[config.mk]
export PLATFORM = sky130hd
export DESIGN_NAME = uc_min_queue
export DESIGN_NICKNAME = d
export VERILOG_FILES = /design/src/rtl/uc_min_queue_pkg.sv /design/src/rtl/uc_insert_slot.sv /design/src/rtl/uc_min_queue.sv
export SDC_FILE = /design/constraint.sdc
export NUM_CORES = 1
export LEC_CHECK = 0
export CAP_MARGIN = 20
export CELL_PAD_IN_SITES_DETAIL_PLACEMENT = 2
export CELL_PAD_IN_SITES_GLOBAL_PLACEMENT = 2
export CORE_MARGIN = 3
export CORE_UTILIZATION = 41
export DETAILED_ROUTE_END_ITERATION = 10
export GPL_TIMING_DRIVEN = 0
export PLACE_DENSITY = 0.84
export SYNTH_ARGS = -nofsm -noshare
export SYNTH_HDL_FRONTEND = slang
export SYNTH_SLANG_ARGS = --single-unit
[constraint.sdc]
create_clock -name clk -period 5.8 [get_ports clk]
set_clock_uncertainty 0.1 [all_clocks]
set_input_delay 1.74 -clock clk [delete_from_list [all_inputs] [get_ports clk]]
set_output_delay 1.74 -clock clk [all_outputs]
set_load 0.02 [all_outputs]
[src/rtl/uc_min_queue_pkg.sv]
`default_nettype none
// ============================================================================
// Module      : uc_min_queue_pkg
// Description : Shared literal types and helpers for the unit-clause queues.
//               A literal is {polarity, variable index}: MSB = polarity,
//               low VAR_W bits = variable index.
// Revision    : 1.0 - initial release
// ============================================================================
package uc_min_queue_pkg;

    localparam int unsigned VAR_W       = 8;
    localparam int unsigned NUM_ENGINE  = 4;
    localparam int unsigned LIT_IDX_MAX = (1 << VAR_W) - 1;

    typedef logic [VAR_W:0]   lit_t;
    typedef logic [VAR_W-1:0] var_t;

    // Variable index field; the only field used for ordering.
    function automatic var_t lit_var(input lit_t lit);
        return lit[VAR_W-1:0];
    endfunction

    // Polarity bit.
    function automatic logic lit_pol(input lit_t lit);
        return lit[VAR_W];
    endfunction

endpackage
`default_nettype wire

[src/rtl/uc_insert_slot.sv]
`default_nettype none
// ============================================================================
// Module      : uc_insert_slot
// Description : Next-value selector for one slot of the sorted literal queue.
//               The queue first (optionally) removes the head, which shifts
//               every slot down by one, and then (optionally) inserts a new
//               literal, which shifts the slots at and above the insertion
//               point up by one. Both shifts are folded into one mux here.
// Ports       : slot_own_i    - this slot's current value
//               slot_lower_i  - current value of slot i-1 (0 for slot 0)
//               slot_upper_i  - current value of slot i+1 (0 for last slot)
//               new_lit_i     - literal being inserted
//               pop_i         - head is removed this cycle
//               ins_i         - new literal is inserted this cycle
//               place_self_i  - new literal belongs at or below this slot
//               place_lower_i - new literal belongs at or below slot i-1
//               valid_next_i  - this slot holds an entry next cycle
//               slot_o        - next value of this slot (0 when unused)
// Revision    : 1.0 - initial release
// ============================================================================
module uc_insert_slot
    import uc_min_queue_pkg::*;
(
    input  lit_t slot_own_i,
    input  lit_t slot_lower_i,
    input  lit_t slot_upper_i,
    input  lit_t new_lit_i,
    input  logic pop_i,
    input  logic ins_i,
    input  logic place_self_i,
    input  logic place_lower_i,
    input  logic valid_next_i,
    output lit_t slot_o
);

    lit_t w_val;

    // Place flags are evaluated on the post-pop remainder, where the
    // remainder's slot i is slot_upper_i and its slot i-1 is slot_own_i.
    always_comb begin
        w_val = pop_i ? slot_upper_i : slot_own_i;
        if (ins_i && place_self_i) begin
            if (!place_lower_i) begin
                w_val = new_lit_i;
            end else begin
                w_val = pop_i ? slot_own_i : slot_lower_i;
            end
        end
        // Unused slots are held at zero so an empty queue reads min = 0.
        slot_o = valid_next_i ? w_val : '0;
    end

endmodule
`default_nettype wire

[src/rtl/uc_min_queue.sv]
`default_nettype none
// ============================================================================
// Module      : uc_min_queue
// Description : Per-engine sorted buffer of implied unit-clause literals.
//               Keeps literals ascending by variable index (ties in arrival
//               order) and presents the smallest to the unit-clause arbiter.
//               Pop removes the head before a same-cycle push is inserted.
// Ports       : clk, rst (async, active-low)
//               eng_push/eng_lit  - literal offered by the BCP engine
//               uca_pop           - arbiter consumes the head
//               flush             - synchronous clear of queue and flags
//               eng2uca_min/valid/empty, q_full, q_count - queue status
//               overflow          - sticky, a push was dropped while full
//               conflict          - sticky, opposite-polarity duplicate seen
// Options     : UCQ_DEDUP_EN - drop pushes whose variable is already queued
//               and flag a conflict on opposite polarity. Without it,
//               duplicates are stored and conflict is tied to 0.
// Revision    : 1.0 - initial release
// ============================================================================
module uc_min_queue
    import uc_min_queue_pkg::*;
#(
    parameter int unsigned DEPTH = 8,
    parameter int unsigned LIT_W = $bits(lit_t)
) (
    input  logic                   clk,
    input  logic                   rst,
    input  logic                   eng_push,
    input  logic [LIT_W-1:0]       eng_lit,
    input  logic                   uca_pop,
    input  logic                   flush,
    output logic [LIT_W-1:0]       eng2uca_min,
    output logic                   eng2uca_valid,
    output logic                   eng2uca_empty,
    output logic                   q_full,
    output logic [$clog2(DEPTH):0] q_count,
    output logic                   overflow,
    output logic                   conflict
);

    localparam int unsigned CNT_W = $clog2(DEPTH) + 1;

    lit_t             slot_q [DEPTH];
    lit_t             slot_d [DEPTH];
    lit_t             rem    [DEPTH];
    logic [CNT_W-1:0] count_q;
    logic [CNT_W-1:0] count_d;
    logic [CNT_W-1:0] count_rem;
    logic             overflow_q;
    logic             pop_eff;
    logic             dup_hit;
    logic             drop_full;
    logic             ins_en;
    logic [DEPTH-1:0] place;
    logic [DEPTH-1:0] valid_next;
    lit_t             new_lit;

    assign new_lit = eng_lit;

`ifdef UCQ_DEDUP_EN
    logic conflict_q;
    logic dup_conf;

    // Duplicate check runs against the contents before the pop, so a head
    // popped in the same cycle still suppresses a matching push.
    always_comb begin
        dup_hit  = 1'b0;
        dup_conf = 1'b0;
        for (int i = 0; i < DEPTH; i++) begin
            if (eng_push && (CNT_W'(i) < count_q) &&
                (lit_var(slot_q[i]) == lit_var(new_lit))) begin
                dup_hit = 1'b1;
                if (lit_pol(slot_q[i]) != lit_pol(new_lit)) begin
                    dup_conf = 1'b1;
                end
            end
        end
    end
`else
    assign dup_hit = 1'b0;
`endif

    always_comb begin
        pop_eff   = uca_pop && (count_q != '0);
        count_rem = count_q - CNT_W'(pop_eff);
        drop_full = eng_push && !dup_hit && (count_rem == CNT_W'(DEPTH));
        ins_en    = eng_push && !dup_hit && !drop_full;
        count_d   = count_rem + CNT_W'(ins_en);

        // Remainder after the head is removed; used only to locate the
        // insertion point.
        for (int i = 0; i < DEPTH; i++) begin
            rem[i] = slot_q[i];
        end
        if (pop_eff) begin
            for (int i = 0; i < DEPTH - 1; i++) begin
                rem[i] = slot_q[i + 1];
            end
            rem[DEPTH-1] = '0;
        end

        // place[i]: new literal lands at or below slot i. Strict '>' keeps
        // equal indices in arrival order. The vector is thermometer-shaped
        // because the remainder is sorted.
        for (int i = 0; i < DEPTH; i++) begin
            place[i]      = !(CNT_W'(i) < count_rem) ||
                            (lit_var(rem[i]) > lit_var(new_lit));
            valid_next[i] = CNT_W'(i) < count_d;
        end
    end

    genvar gi;
    generate
        for (gi = 0; gi < DEPTH; gi++) begin : g_slot
            lit_t w_lower;
            lit_t w_upper;
            logic w_place_lower;

            if (gi == 0) begin : g_first
                assign w_lower       = '0;
                assign w_place_lower = 1'b0;
            end else begin : g_inner_lo
                assign w_lower       = slot_q[gi-1];
                assign w_place_lower = place[gi-1];
            end

            if (gi == DEPTH - 1) begin : g_last
                assign w_upper = '0;
            end else begin : g_inner_hi
                assign w_upper = slot_q[gi+1];
            end

            uc_insert_slot u_slot (
                .slot_own_i    (slot_q[gi]),
                .slot_lower_i  (w_lower),
                .slot_upper_i  (w_upper),
                .new_lit_i     (new_lit),
                .pop_i         (pop_eff),
                .ins_i         (ins_en),
                .place_self_i  (place[gi]),
                .place_lower_i (w_place_lower),
                .valid_next_i  (valid_next[gi]),
                .slot_o        (slot_d[gi])
            );
        end
    endgenerate

    always_ff @(posedge clk or negedge rst) begin
        if (!rst) begin
            for (int i = 0; i < DEPTH; i++) begin
                slot_q[i] <= '0;
            end
            count_q    <= '0;
            overflow_q <= 1'b0;
`ifdef UCQ_DEDUP_EN
            conflict_q <= 1'b0;
`endif
        end else if (flush) begin
            for (int i = 0; i < DEPTH; i++) begin
                slot_q[i] <= '0;
            end
            count_q    <= '0;
            overflow_q <= 1'b0;
`ifdef UCQ_DEDUP_EN
            conflict_q <= 1'b0;
`endif
        end else begin
            for (int i = 0; i < DEPTH; i++) begin
                slot_q[i] <= slot_d[i];
            end
            count_q    <= count_d;
            overflow_q <= overflow_q | drop_full;
`ifdef UCQ_DEDUP_EN
            conflict_q <= conflict_q | dup_conf;
`endif
        end
    end

    assign eng2uca_min   = slot_q[0];
    assign eng2uca_valid = (count_q != '0);
    assign eng2uca_empty = (count_q == '0);
    assign q_full        = (count_q == CNT_W'(DEPTH));
    assign q_count       = count_q;
    assign overflow      = overflow_q;
`ifdef UCQ_DEDUP_EN
    assign conflict      = conflict_q;
`else
    assign conflict      = 1'b0;
`endif

endmodule
`default_nettype wire
=== Word level (Yosys, flattened, before mapping) ===
Index checks and enable logic that the tools add are counted.

* Equal/unequal tests: 3
* Bitwise logic cells: 1
* $add $sub $neg: 2
* Multiplexer cells: 35
* Order comparisons: 24
* Reductions and logical operators: 30

{| class="wikitable"
|+ Operators by type and width
! cell !! number
|-
| 9-bit two-way mux || 31
|-
| 72-bit two-way mux || 1
|-
| 71-bit two-way mux || 1
|-
| 8-bit > comparator || 8
|-
| 3-bit by 4-bit less-than comparator with 1-bit output, first input constant || 8
|-
| 1-bit by 4-bit less-than comparator with 1-bit output, first input constant || 4
|-
| 2-bit by 4-bit less-than comparator with 1-bit output, first input constant || 4
|-
| 1-bit logical AND || 11
|-
| 1-bit zero test || 9
|-
| 4-bit == test, second input constant || 2
|-
| 1-bit logical OR || 8
|-
| 4-bit by 1-bit adder with 4-bit output || 1
|-
| 4-bit zero test || 1
|-
| 4-bit two-way mux || 1
|-
| 4-bit != test, second input constant || 1
|-
| 4-bit nonzero test || 1
|-
| 4-bit by 1-bit subtractor with 4-bit output || 1
|-
| 1-bit two-way mux || 1
|-
| 1-bit OR || 1
|}

* Word-level logic and storage cells: 105
* Bits of input ports: 14
* Register bits after elaboration: 77
* Output and inout port bits: 18

=== Logic depth before layout (Yosys ltp) ===
* Depth after elaboration: 11
* Mapped depth: 16
* Depth with buffers taken out: 13

=== Modules after synthesis ===
From an unflattened synthesis, not the netlist that was laid out.

* Cell total of the unflattened synthesis: 971
* Area, all modules: 8013.9 µm²

{| class="wikitable"
|+ Modules (own cells, without submodules)
! module !! cells an instance !! seq. area each (µm²) !! area an instance (µm²) !! times used
|-
| uc_min_queue || 555 || 1926.8 || 4850.9 || 1
|-
| uc_insert_slot || 52 || 0.0 || 395.4 || 8
|}

=== Worst setup path after synthesis ===
Ideal clock, no wire load.

* Kind: input to register
* Start point: input port uca_pop
* End point: register slot_q, in the netlist g_slot[4].w_upper[0]
* Path buffers: 1
* Arrival time: 4.320 ns
* Cell stages on the path: 11
* Data required time: 5.599 ns
* Path slack: 1.279 ns
* Cell sequence: nand2_4 > inv_2 > clkbuf_1 > ha_1 > ha_1 > or2_2 > or3_4 > xnor2_4 > a21oi_1 > nand3b_2 > o32ai_1

* Word-level cells in the longest chain between the ends: 10
* Elaborated cells between the ends (all ways): 24
* Classes of those cells: add/sub: 2; order compare: 5; eq/ne: 1; mux: 7; reduce/logical: 9

{| class="wikitable"
|+ Ends and longest elaborated chain
! item !! line !! text
|-
| from (decl) || uc_min_queue.sv:30 || <nowiki>input logic uca_pop,</nowiki>
|-
| 1-bit logical AND (*) || uc_min_queue.sv:84 || <nowiki>pop_eff = uca_pop && (count_q != '0);</nowiki>
|-
| 4-bit by 1-bit subtractor with 4-bit output || uc_min_queue.sv:85 || <nowiki>count_rem = count_q - CNT_W'(pop_eff);</nowiki>
|-
| 4-bit == test || uc_min_queue.sv:86 || <nowiki>drop_full = eng_push && !dup_hit && (count_rem == CNT_W'(DEPTH));</nowiki>
|-
| 1-bit logical AND || uc_min_queue.sv:86 ||
|-
| 1-bit zero test || uc_min_queue.sv:87 || <nowiki>ins_en = eng_push && !dup_hit && !drop_full;</nowiki>
|-
| 1-bit logical AND || uc_min_queue.sv:87 ||
|-
| 4-bit by 1-bit adder with 4-bit output / 1-bit logical AND (equally long branches) || uc_min_queue.sv:88, uc_insert_slot.sv:42 ||
|-
| 3-bit by 4-bit less-than comparator with 1-bit output / 9-bit two-way mux (equally long branches) || uc_min_queue.sv:108, uc_insert_slot.sv:42 ||
|-
| 9-bit two-way mux (*) || uc_insert_slot.sv:50 || <nowiki>slot_o = valid_next_i ? w_val : '0;</nowiki>
|-
| 72-bit two-way mux (*) || uc_min_queue.sv:158 || <nowiki>end else if (flush) begin</nowiki>
|-
| to (signal, indexed assignment) || uc_min_queue.sv:169 || <nowiki>slot_q[i] <= slot_d[i];</nowiki>
|-
| to (decl) || uc_min_queue.sv:43 || <nowiki>lit_t slot_q [DEPTH];</nowiki>
|}

Every way passes the cells marked *; elsewhere a longest branch is shown, timed or not.
A chain may end at the register's enable or synchronous reset.

=== Final worst setup path ===
* Start point: input port uca_pop
* End point: register slot_q, in the netlist g_slot[2].w_upper[7]

* Word-level cells in the longest chain between the ends: 10
* Elaborated cells between the ends (all ways): 24
* Classes of those cells: add/sub: 2; order compare: 5; eq/ne: 1; mux: 7; reduce/logical: 9

{| class="wikitable"
|+ Ends and longest elaborated chain
! item !! line
|-
| 1-bit logical AND (*) || uc_min_queue.sv:84
|-
| 4-bit by 1-bit subtractor with 4-bit output || uc_min_queue.sv:85
|-
| 4-bit == test || uc_min_queue.sv:86
|-
| 1-bit logical AND || uc_min_queue.sv:86
|-
| 1-bit zero test || uc_min_queue.sv:87
|-
| 1-bit logical AND || uc_min_queue.sv:87
|-
| 4-bit by 1-bit adder with 4-bit output / 1-bit logical AND (equally long branches) || uc_min_queue.sv:88, uc_insert_slot.sv:42
|-
| 2-bit by 4-bit less-than comparator with 1-bit output / 9-bit two-way mux (equally long branches) || uc_min_queue.sv:108, uc_insert_slot.sv:42
|-
| 9-bit two-way mux (*) || uc_insert_slot.sv:50
|-
| 72-bit two-way mux (*) || uc_min_queue.sv:158
|}

Marked as above.

==> impl_results.md <==
- CP dominant cell by count: ha_1
- Synth Cell Area: approximately 6300 um^2
- Place WS: -0.2416 ns
- Critical R2R Capture: g_slot[5].w_upper[0]
- CTS tree: built
- Crit-path leading delay family: simple AND/OR/NAND/NOR gates
- Worst path required time: 5.95 ns
- Top cells by area, synth: dfrtp_1, ha_1, mux2i_1, nand2_1, o22ai_1
- Final Slew Violations: 0
- Wirelength per Cell: 27.04 um
- Met3 GRT Util: 0.04823
- Worst hold path cell count: 2
- Relative max-transition margin: 0.4074
- Vias in the first global route: around 6.7k
- GR Layer Usage met1: 0.4177
- All-Layer GR Usage: 0.3175
- Vias per cell: roughly 6.3
- Tmin final: 5.540 ns
- Commonest non-fill, non-tap cell in the layout: nand2_1
- Commonest cells after routing, fill and taps aside: nand2_1, dfrtp_1, mux2i_1
- Outcome: finished, final reports clean
- Core Rows: 44
- Synth Instances: roughly 740
- GR Overflow Total: 0
- Pleak: 0.003418 uW
- Nets: between 800 and 900
- CP cell instances: clkdlybuf4s50_1, nand2_4, inv_2, clkbuf_2, ha_1, ha_1, or2_2, or3_4, xnor2_4, a21oi_1, nand3b_1, o22ai_1
- Largest net degree at the start of global routing: between 50 and 60
- Path depth of the worst reg2reg path: 15
- Global routing's busiest layer: met2
- R2r setup slk: 1.09 ns
- Crit path capture type: flip-flop
- Slowest-stage cell, CP: clkdlybuf4s50_1
- IO Pins: 32
- Clock Latency Late Sink: about 0.35 ns
- Leading area contributor after synthesis: dfrtp_1
- H-tree depth: 3
- Post-synth EDFFs: 0
- Port bufs: 23
- Post-DRT Antenna Nets: 0
- Grt met2 use: 0.5199
- DRC violations left: 0
- YS warnings: 0
- First-pass GRT wire length: around 40,000 um
- Post-synthesis register bit count: 77
- Area grow syn2layout: 13.57%
- ANT cells: 0
- CP Buf/Inv Count: 3
- Hold Crit Class: reg -> reg
- Final setup viols: 0
- Die area: around 17,000 um^2
- Initial core utilization: 0.4243
- Layout Cell Area excl Fill: ~7100 um^2
- Max Fclk: ~0.18 GHz
- Proportion of synthesized chip area in sequential cells: 0.3078
- Area share of the largest cell type after synthesis: 0.3078
- Die height: ~130 um
- Post-synth ARST share: 1.000
- DR iter-0 viols: ~350
- DP Cell Count: about 940
- Via Count: between 6k and 7k
- Critical path depth: 12
- Startpoint Class: input port
- Final worst-path setup slack: roughly 0.26 ns
- Gp weighted congestion: ~0.86
- Hold Path Origin: overflow
- Syn nets: ~820
- Worst Hold Endpoint: overflow
- Worst-case clock buffer depth: 2
- Avg Cell Area, Syn: about 8.5 um^2
- CP max FO: 10
- CP max stage delay: approximately 0.50 ns
- PwrDens: around 600 nW/um^2
- Critical path arrival: between 5 and 6 ns
- Max cap viols: 0
- Crit Path Class: in -> reg
- First drt pass iteration count: 5
- Layout cells sized above 1: 0.08258
- Top FF cell, synth: dfrtp_1
- RSZ-0062 raised after global routing: no
- Final period util: 0.9552
- Placed inst area: just under 7000 um^2
- Worst Tran Pin Value: roughly 0.9 ns
- Clk sinks: 77
- Die width: 129.6 um
- Final hold viol count: 0
- Antenna violations before repair: 1
- Clock-pin slew on the worst setup and hold paths: approximately 0.070 ns
- Synth cell types: between 60 and 70
- WL final: roughly 26,000 um
- DP HPWL: 18,820 um
- TritonCTS Buffers: 9
- Final std cells w/o fill: 959
- Peak VDD IR: approximately 0.20 mV
- Core area: 14,750 um^2
- R2r startpoint: q_count[2]
- Hold Slack: approximately 0.44 ns
- Root buf cell: clkbuf_16
## logic make-up after synthesis
family / Yosys count / synth area share
simple gates: 258 / 0.1867
compound gates: 155 / 0.1663
buf+inv: 92 / 0.06396
mux: 78 / 0.1255
flops: 77 / 0.3078
fa+ha+maj: 67 / 0.1339
xor+xnor: 7 / 0.01519
other cells: 1 / 0.0005991
## routing by layer
| layer | vias up | wire length [um] |
|---|---|---|
| met5 | - | 20 |
| met4 | 2 | 963 |
| met3 | 56 | 1054 |
| met2 | 170 | 12250 |
| met1 | 3119 | 11650 |
| li1 | 2660 | - |
## metrics by stage
| stage | utilization | total power, uW | TNS [ns] |
|---|---|---|---|
| after floorplan | - | 2644 | 0 |
| after global placement | 0.4555 | 3290 | -6.711 |
| after detailed placement | 0.4572 | 3455 | -9.932 |
| after CTS | 0.4818 | 4227 | 0 |
| after global routing | 0.4819 | 4501 | 0 |
| final | 0.4819 | 4269 | 0 |
## cell usage after synthesis, types with 5 or more instances
master     count
inv_1         57
buf_2          5
nand2_1      178
a21oi_1       38
o2bb2ai_1     17
and2_1         8
nor2_1        20
nor2b_1        9
nand3_1        5
mux2i_1       74
o211ai_1       6
clkbuf_1      20
o21ai_0       19
o21a_1         6
nand4_1       16
dfrtp_1       77
o22ai_1       45
buf_4          5
ha_1          67
## worst max-delay path by stage
| stage | from | end | slack, ns |
|---|---|---|---|
| after floorplan | uca_pop | g_slot[4].w_upper[0] | 1.28 |
| after global placement | uca_pop | g_slot[0].w_upper[1] | -0.10 |
| after detailed placement | uca_pop | g_slot[4].w_upper[0] | -0.24 |
| after CTS | uca_pop | g_slot[2].w_upper[7] | 0.05 |
| after global routing | uca_pop | g_slot[5].w_upper[0] | 0.06 |
| final | uca_pop | g_slot[2].w_upper[7] | 0.26 |
## registers in the layout (all words and copies together) (netlist names)
name and count:
g_slot.w_upper 63, q_count 4, overflow 1, eng2uca_min 9
## timing repair
item / in CTS / in global routing
hold endpoints to repair: 0 / 0
buffers inserted: 0 / 0
setup endpoints to repair: 0 / 55
gates resized for setup: 0 / 2
hold buffers: 0 / 0
## power breakdown
part | switching [uW] | leakage [uW] | internal [uW]
combinational | 1760 | 0.00218 | 1020
sequential | 103 | 0.00107 | 664
clock | 255 | 0.000175 | 463
## layout make-up
cell class	count	area, um^2
fillers	1631	7645
multi-input cells	566	3933
flip-flops and latches	77	1927
repair buffers	24	255.2
well taps	184	230.2
clock buffers	9	225.2
inverters	58	217.7
plain buffers	34	183.9
clock inverters	7	137.6
## worst reg2reg max path: cells and delay by family, from the launching register on
kind / cells / cell delay [ns]
and+or+nand+nor: 5 / 1.65
DFF: 1 / 0.39
buffers and inverters: 4 / 0.70
adders and majority gates: 3 / 1.20
AOI/OAI and AO/OA: 3 / 0.59
No activity file was read; power rests on OpenSTA's default activity.
